===== config.mk =====
export PLATFORM = sky130hd
export DESIGN_NAME = pio_responder
export DESIGN_NICKNAME = d
export VERILOG_FILES = /design/src/rtl/pio_responder.sv
export SDC_FILE = /design/constraint.sdc
export NUM_CORES = 1
export LEC_CHECK = 0
export CAP_MARGIN = 20
export CORE_UTILIZATION = 60
export CTS_BUF_LIST = sky130_fd_sc_hd__clkbuf_4
export CTS_CLUSTER_SIZE = 25
export DETAILED_ROUTE_END_ITERATION = 10
export PLACE_DENSITY = 0.81
export SETUP_SLACK_MARGIN = 0.2
export SLEW_MARGIN = 20
export SYNTH_ARGS = -nofsm -noshare
export SYNTH_HDL_FRONTEND = slang
export SYNTH_SLANG_ARGS = --single-unit

===== constraint.sdc =====
create_clock -name clk -period 4.7 [get_ports clk]
set_input_delay 0.94 -clock clk [delete_from_list [all_inputs] [get_ports clk]]
set_output_delay 0.94 -clock clk [all_outputs]
set_load 0.01 [all_outputs]

===== src/rtl/pio_responder.sv =====
// PIO bus target: small register bank (ID, command counter, scratch) with a fixed-latency read pipe.
// Optional PIO_RESP_ERR_EN adds an err output flagging decode-miss reads alongside rd_vld.
module pio_responder #(
  parameter logic [15:0] BASE_ADDR = 16'h0100,
  parameter int          NUM_REGS  = 8,
  parameter int          RD_LAT    = 2,
  parameter logic [31:0] ID_VALUE  = 32'hA5A5_0001
) (
  input  logic        clk,
  input  logic        rst,
  input  logic        cmd_vld,
  input  logic [15:0] addr,
  input  logic        rw,
  input  logic [31:0] data_w,
  output logic [31:0] data_r,
  output logic        rd_vld
`ifdef PIO_RESP_ERR_EN
  ,
  output logic        err
`endif
);

  localparam int          IDX_W     = $clog2(NUM_REGS);
  localparam logic [31:0] MISS_DATA = 32'hDEAD_BEEF;
  localparam logic [16:0] END_ADDR  = 17'(BASE_ADDR) + 17'(NUM_REGS);

  logic             cmd;
  logic             hit;
  logic             rd_cmd;
  logic             wr_hit;
  logic [IDX_W-1:0] idx;
  logic [31:0]      cmd_count;
  logic [31:0]      scratch [NUM_REGS];
  logic [31:0]      rd_data_p0;

  logic             vld_p  [RD_LAT];
  logic [31:0]      data_p [RD_LAT];

  // A floating (X/Z) cmd_vld from an idle, tri-stated initiator is not a command.
  assign cmd    = (cmd_vld === 1'b1);
  assign idx    = IDX_W'(addr - BASE_ADDR);
  assign hit    = cmd && ({1'b0, addr} >= {1'b0, BASE_ADDR}) && ({1'b0, addr} < END_ADDR);
  assign rd_cmd = cmd && !rw;
  assign wr_hit = hit && rw && (idx >= IDX_W'(2));

  always_comb begin
    rd_data_p0 = MISS_DATA;
    if (hit) begin
      if (idx == '0)
        rd_data_p0 = ID_VALUE;
      else if (idx == IDX_W'(1))
        rd_data_p0 = cmd_count;
      else
        rd_data_p0 = scratch[idx];
    end
  end

  // Stage p0: command edge. Read data above reflects state before this edge's write/count.
  always_ff @(posedge clk or negedge rst) begin
    if (!rst) begin
      cmd_count <= '0;
      for (int i = 0; i < NUM_REGS; i++)
        scratch[i] <= '0;
    end else begin
      if (cmd)
        cmd_count <= cmd_count + 32'd1;
      if (wr_hit)
        scratch[idx] <= data_w;
    end
  end

  always_ff @(posedge clk or negedge rst) begin
    if (!rst) begin
      for (int i = 0; i < RD_LAT; i++)
        vld_p[i] <= 1'b0;
    end else begin
      vld_p[0] <= rd_cmd;
      for (int i = 1; i < RD_LAT; i++)
        vld_p[i] <= vld_p[i-1];
    end
  end

  always_ff @(posedge clk) begin
    data_p[0] <= rd_data_p0;
    for (int i = 1; i < RD_LAT; i++)
      data_p[i] <= data_p[i-1];
  end

  // Output stage: data is forced to zero whenever no response is presented.
  assign rd_vld = vld_p[RD_LAT-1];
  assign data_r = rd_vld ? data_p[RD_LAT-1] : '0;

`ifdef PIO_RESP_ERR_EN
  logic err_p [RD_LAT];

  always_ff @(posedge clk) begin
    err_p[0] <= !hit;
    for (int i = 1; i < RD_LAT; i++)
      err_p[i] <= err_p[i-1];
  end

  assign err = rd_vld && err_p[RD_LAT-1];
`endif

endmodule


[Word-level counts from Yosys, hierarchy flattened]
Memory sizes are Yosys's and may differ from the RTL's.
Cells that the tools add are included.
Operators by class
  mux-type cells: 10
  bitwise operators: 1
  add/sub/neg operators: 2
  reduce and logical (&&, ||, !) cells: 8
  equality and inequality tests: 2
  magnitude comparators: 5
Operators by type and width (number)
  bitwise mux 256 bit: 1
  2-to-1 mux 32 bit: 7
  binary-select mux 32 bit (select 3 bit): 1
  demux 32 bit (select 3 bit): 1
  adder 32 x 1 -> 32 bit, second input constant: 1
  >= comparator 16 x 9 -> 1 bit, second input constant: 1
  < comparator 16 x 9 -> 1 bit, second input constant: 1
  logical AND 1 bit: 6
  >= comparator 4 bit, second input constant: 1
  < comparator 4 x 1 -> 1 bit, second input constant: 1
  NOT 3 -> 4 bit: 1
  == test 3 x 1 -> 1 bit, second input constant: 1
  >= comparator 3 x 2 -> 1 bit, second input constant: 1
  logical NOT 3 bit: 1
  subtractor 3 x 1 -> 3 bit, second input constant: 1
  case equality test 1 bit, second input constant: 1
  logical NOT 1 bit: 1
Word-level totals
  flip-flop bits (word level): 290
  memories kept: 1
  input port bits: 52
  memory bits (writable): 64
  logic and storage cells: 40
Memory list
  data_p: depth 2, width 32, rd ports 2, clocked after Yosys merged registers in 0, write ports 2, line 37  | logic [31:0] data_p [RD_LAT];

[Longest topological paths before layout]
  depth in word-level cells: 8
  depth in mapped cells: 7
  depth with buffers taken out: 5

[Worst setup path before layout]
OpenSTA, ideal clock, no wires.
  path kind: input port to flip-flop
  start point: input cmd_vld
  end point: register scratch[100] (netlist bit)
  arrival time: 2.490 ns
  path slack: 2.085 ns
  library setup time: 0.125 ns
  stages: 7
  data required time: 4.575 ns
  cell sequence: buf_2 > and4bb_1 > nand4_2 > buf_2 > nor3_4 > buf_4 > mux2_2
On the way
  word-level cells in the longest chain between the ends: 5
RTL lines
  start, declared: line 11  | input logic cmd_vld,
  case equality test 1 bit: line 40  | assign cmd = (cmd_vld === 1'b1);
  logical AND 1 bit (2 in series): line 42  | assign hit = cmd && ({1'b0, addr} >= {1'b0, BASE_ADDR}) && ({1'b0, addr} < END_ADDR);
  logical AND 1 bit (2 in series): line 44  | assign wr_hit = hit && rw && (idx >= IDX_W'(2));
  end signal, assigned by index: line 68  | scratch[idx] <= data_w;
  end, declared: line 33  | logic [31:0] scratch [NUM_REGS];
Every way passes these cells.
A chain may end at the register's enable or synchronous reset.

[Final worst setup path]
  start point: input cmd_vld
  end point: register scratch[113] (netlist bit)
The elaborated chain is that of the path after synthesis.

==> impl_metrics.tcl <==
set metrics [dict create \
    setup_viol 0 \
    fin_ws_ns 1.511 \
    num_vias 7813 \
    hold_path_class "reg2reg" \
    grt_pass1_vias 8171 \
    vias_per_cell 5.897 \
    cts_hold_buf 0 \
    yosysWarnings 0 \
    avgSynthCellArea_um2 13.85 \
    initial_utilization_pct 61.56 \
    power.density_nw_per_um2 355.9 \
    grt_setup_unrepaired "false" \
    gr-usage-all-layers_pct 28.13 \
    max_slew_margin_pct 28.29 \
    ir_drop_v 0.0002163 \
    clockBufferDepth 3 \
    cts_made_buffers 75 \
    ys_ff_latch 290 \
    crit_fanout 20 \
    fin_cells 1325 \
    rows 51 \
    period_share_pct 67.86 \
    slew_viol_final 0 \
    drt-wirelength-per-cell_um 20.28 \
    place_area_um2 13170 \
    coreArea_um2 19590 \
    clock.fmax_mhz 313.6 \
    fin_crit_ns 3.189 \
    synth-seq-area-share_pct 57.52 \
    grt_pass1_wl_um 43590 \
    dieHeight_um 143.8 \
    drive_gt1_share_pct 33.62 \
    antenna_found_initial 1 \
    hold_viol 0 \
    fin_setup_tns_ns 0 \
    grt_max_degree 115 \
    overflow 0 \
    dp.cells 1187 \
    cts_root_buf "clkbuf_4" \
    pre_cts_ws_ns 0.8874 \
    worstSkewPairLatency_ns 0.67 \
    cts_tree "yes" \
    yosysUniqueCellTypes 44 \
    async_reset_ff_share_pct 77.93 \
    fin_skew_ns 0.03733 \
    dp_hpwl_um 16630 \
    place_congestion 0.8306 \
    route.detailed.drc 0 \
    dieArea_um2 20670 \
    firstDrtPassIters 4 \
    nNetsFinal 1052 \
    netlist_area_um2 12060 \
    ios 85 \
    max-cap-violations 0 \
    fin_area_um2 14160 \
    worst-slew-pin-transition_ns 1.073 \
    clkSinkCount 290 \
    num-fill-cells 1375 \
    die_w_um 143.8 \
    cts_htree_levels 3 \
    area_growth_pct 17.39 \
    cts_resized 0 \
    end_kind "flop" \
    syn_nets 924 \
    synth_flop_cell "dfrtp_1" \
    p_leak_nw 6.727 \
    syn_inst 871 \
    arrival_ns 3.71 \
    drt_iter0_drc 472 \
    required_ns 5.23 \
    start_kind "input port" \
    postRouteAntennaNets 0 \
    critPathKind "in2reg" \
    wl_um 26870 \
    path_clk_slew_ns 0.06 \
    synth_edf_count 0 \
    power_mw 5.038 \
    post-cts-setup-buffers 0 \
    port_buffers 84 \
    status "finished clean" \
]
flip-flops by register name, indices dropped and copies added, names as in the netlist:
name       count
cmd_count     32
data_p        64
rd_vld         1
scratch      192
vld_p          1
logic make-up after synthesis:
| logic type | after synthesis | synth area share [%] |
|---|---|---|
| flops | 290 | 57.52 |
| buf+inv | 55 | 2.220 |
| simple gates | 153 | 7.481 |
| mux | 258 | 25.59 |
| xor+xnor | 31 | 2.252 |
| fa+ha+maj | 1 | 0.1037 |
| compound gates | 83 | 4.835 |
area by class of cell:
cell class / instances / area [µm²] / share of cell area (%)
sequential: 290 / 6938 / 49.01
multi-input combinational: 526 / 4873 / 34.43
timing repair buffer: 105 / 1028 / 7.265
clock buffer: 123 / 923.4 / 6.523
tap: 265 / 331.6 / 2.342
clock inverter: 14 / 55.05 / 0.3889
inverter: 1 / 3.754 / 0.02652
antenna: 1 / 2.502 / 0.01768
per-layer routing:
metal / global-route usage (%) / vias up / wire, µm
met5: 0 / - / 0
met4: 9.518 / 0 / 354
met3: 6.365 / 27 / 1723
met2: 44.35 / 273 / 12960
met1: 38.65 / 4037 / 11820
li1: - / 3476 / -
per-stage QoR:
stage	utilization [%]	hold slack (ns)
2_1_floorplan	-	0.3096
3_3_place_gp	67.25	0.3096
6_report	72.26	0.3095
4_1_cts	72.24	0.3126
5_1_grt	72.26	0.3311
3_5_place_dp	67.25	0.3121
path summary, 6_finish.rpt:
path / start / endpoint / slack, ns / depth (start not counted)
worst max-delay path: cmd_vld / scratch[113] / 1.51 / 7
worst min-delay path: data_p[0][5] / data_p[0][37] / 0.31 / 0
worst max register to register: cmd_count[3] / cmd_count[31] / 2.44 / 4
worst min register to register: data_p[0][5] / data_p[0][37] / 0.31 / 0
max in group asynchronous: rst / scratch[120] / 3.36 / 2
min in group asynchronous: rst / scratch[108] / 0.34 / 1
synthesized netlist by cell type, drive strengths merged (10+ instances only):
| library cell | instances | share of area (%) |
|---|---|---|
| dfrtp | 226 | 47 |
| mux2 | 212 | 20 |
| dfxtp | 64 | 11 |
| buf | 37 | 1.7 |
| nand2 | 36 | 1.1 |
| and2 | 34 | 1.8 |
| mux2i | 27 | 2.2 |
| xnor2 | 25 | 1.8 |
| mux4 | 19 | 3.5 |
| a21oi | 17 | 0.71 |
| clkbuf | 17 | 0.53 |
| nor2 | 15 | 0.47 |
| nand4 | 12 | 0.67 |
| nor3 | 12 | 0.90 |
| o211ai | 12 | 0.75 |
| o21ai | 12 | 0.50 |
| a221oi | 10 | 0.73 |
| nand3 | 10 | 0.42 |
| nor2b | 10 | 0.52 |
report_power, final:
| part | internal [mW] | leakage, nW | switching, mW |
|---|---|---|---|
| combinational | 0.132 | 2.47 | 0.175 |
| sequential | 2.52 | 3.66 | 0.0577 |
| clock | 1.18 | 0.593 | 0.978 |
| total | 3.83 | 6.73 | 1.21 |
cells in the final DEF, fill, tap and decap left out, types with 13 or more instances in the layout:
master / count
mux4_2: 19
mux2_1: 37
a21oi_1: 17
dfrtp_1: 225
mux2_2: 175
xnor2_1: 25
and2_1: 33
buf_4: 19
clkbuf_4: 123
clkdlybuf4s50_1: 80
dfxtp_1: 64
nand2_1: 36
clkinv_1: 13
mux2i_1: 27
nor2_1: 15
worst max-delay path: stages:
cell and delay, ns:
clkdlybuf4s50_1 0.64, and4bb_1 0.27, nand4_2 0.46, buf_4 0.41, nor3_4 0.21, buf_4 0.38
mux2_2 0.38
(Power assumes the default switching activity.)
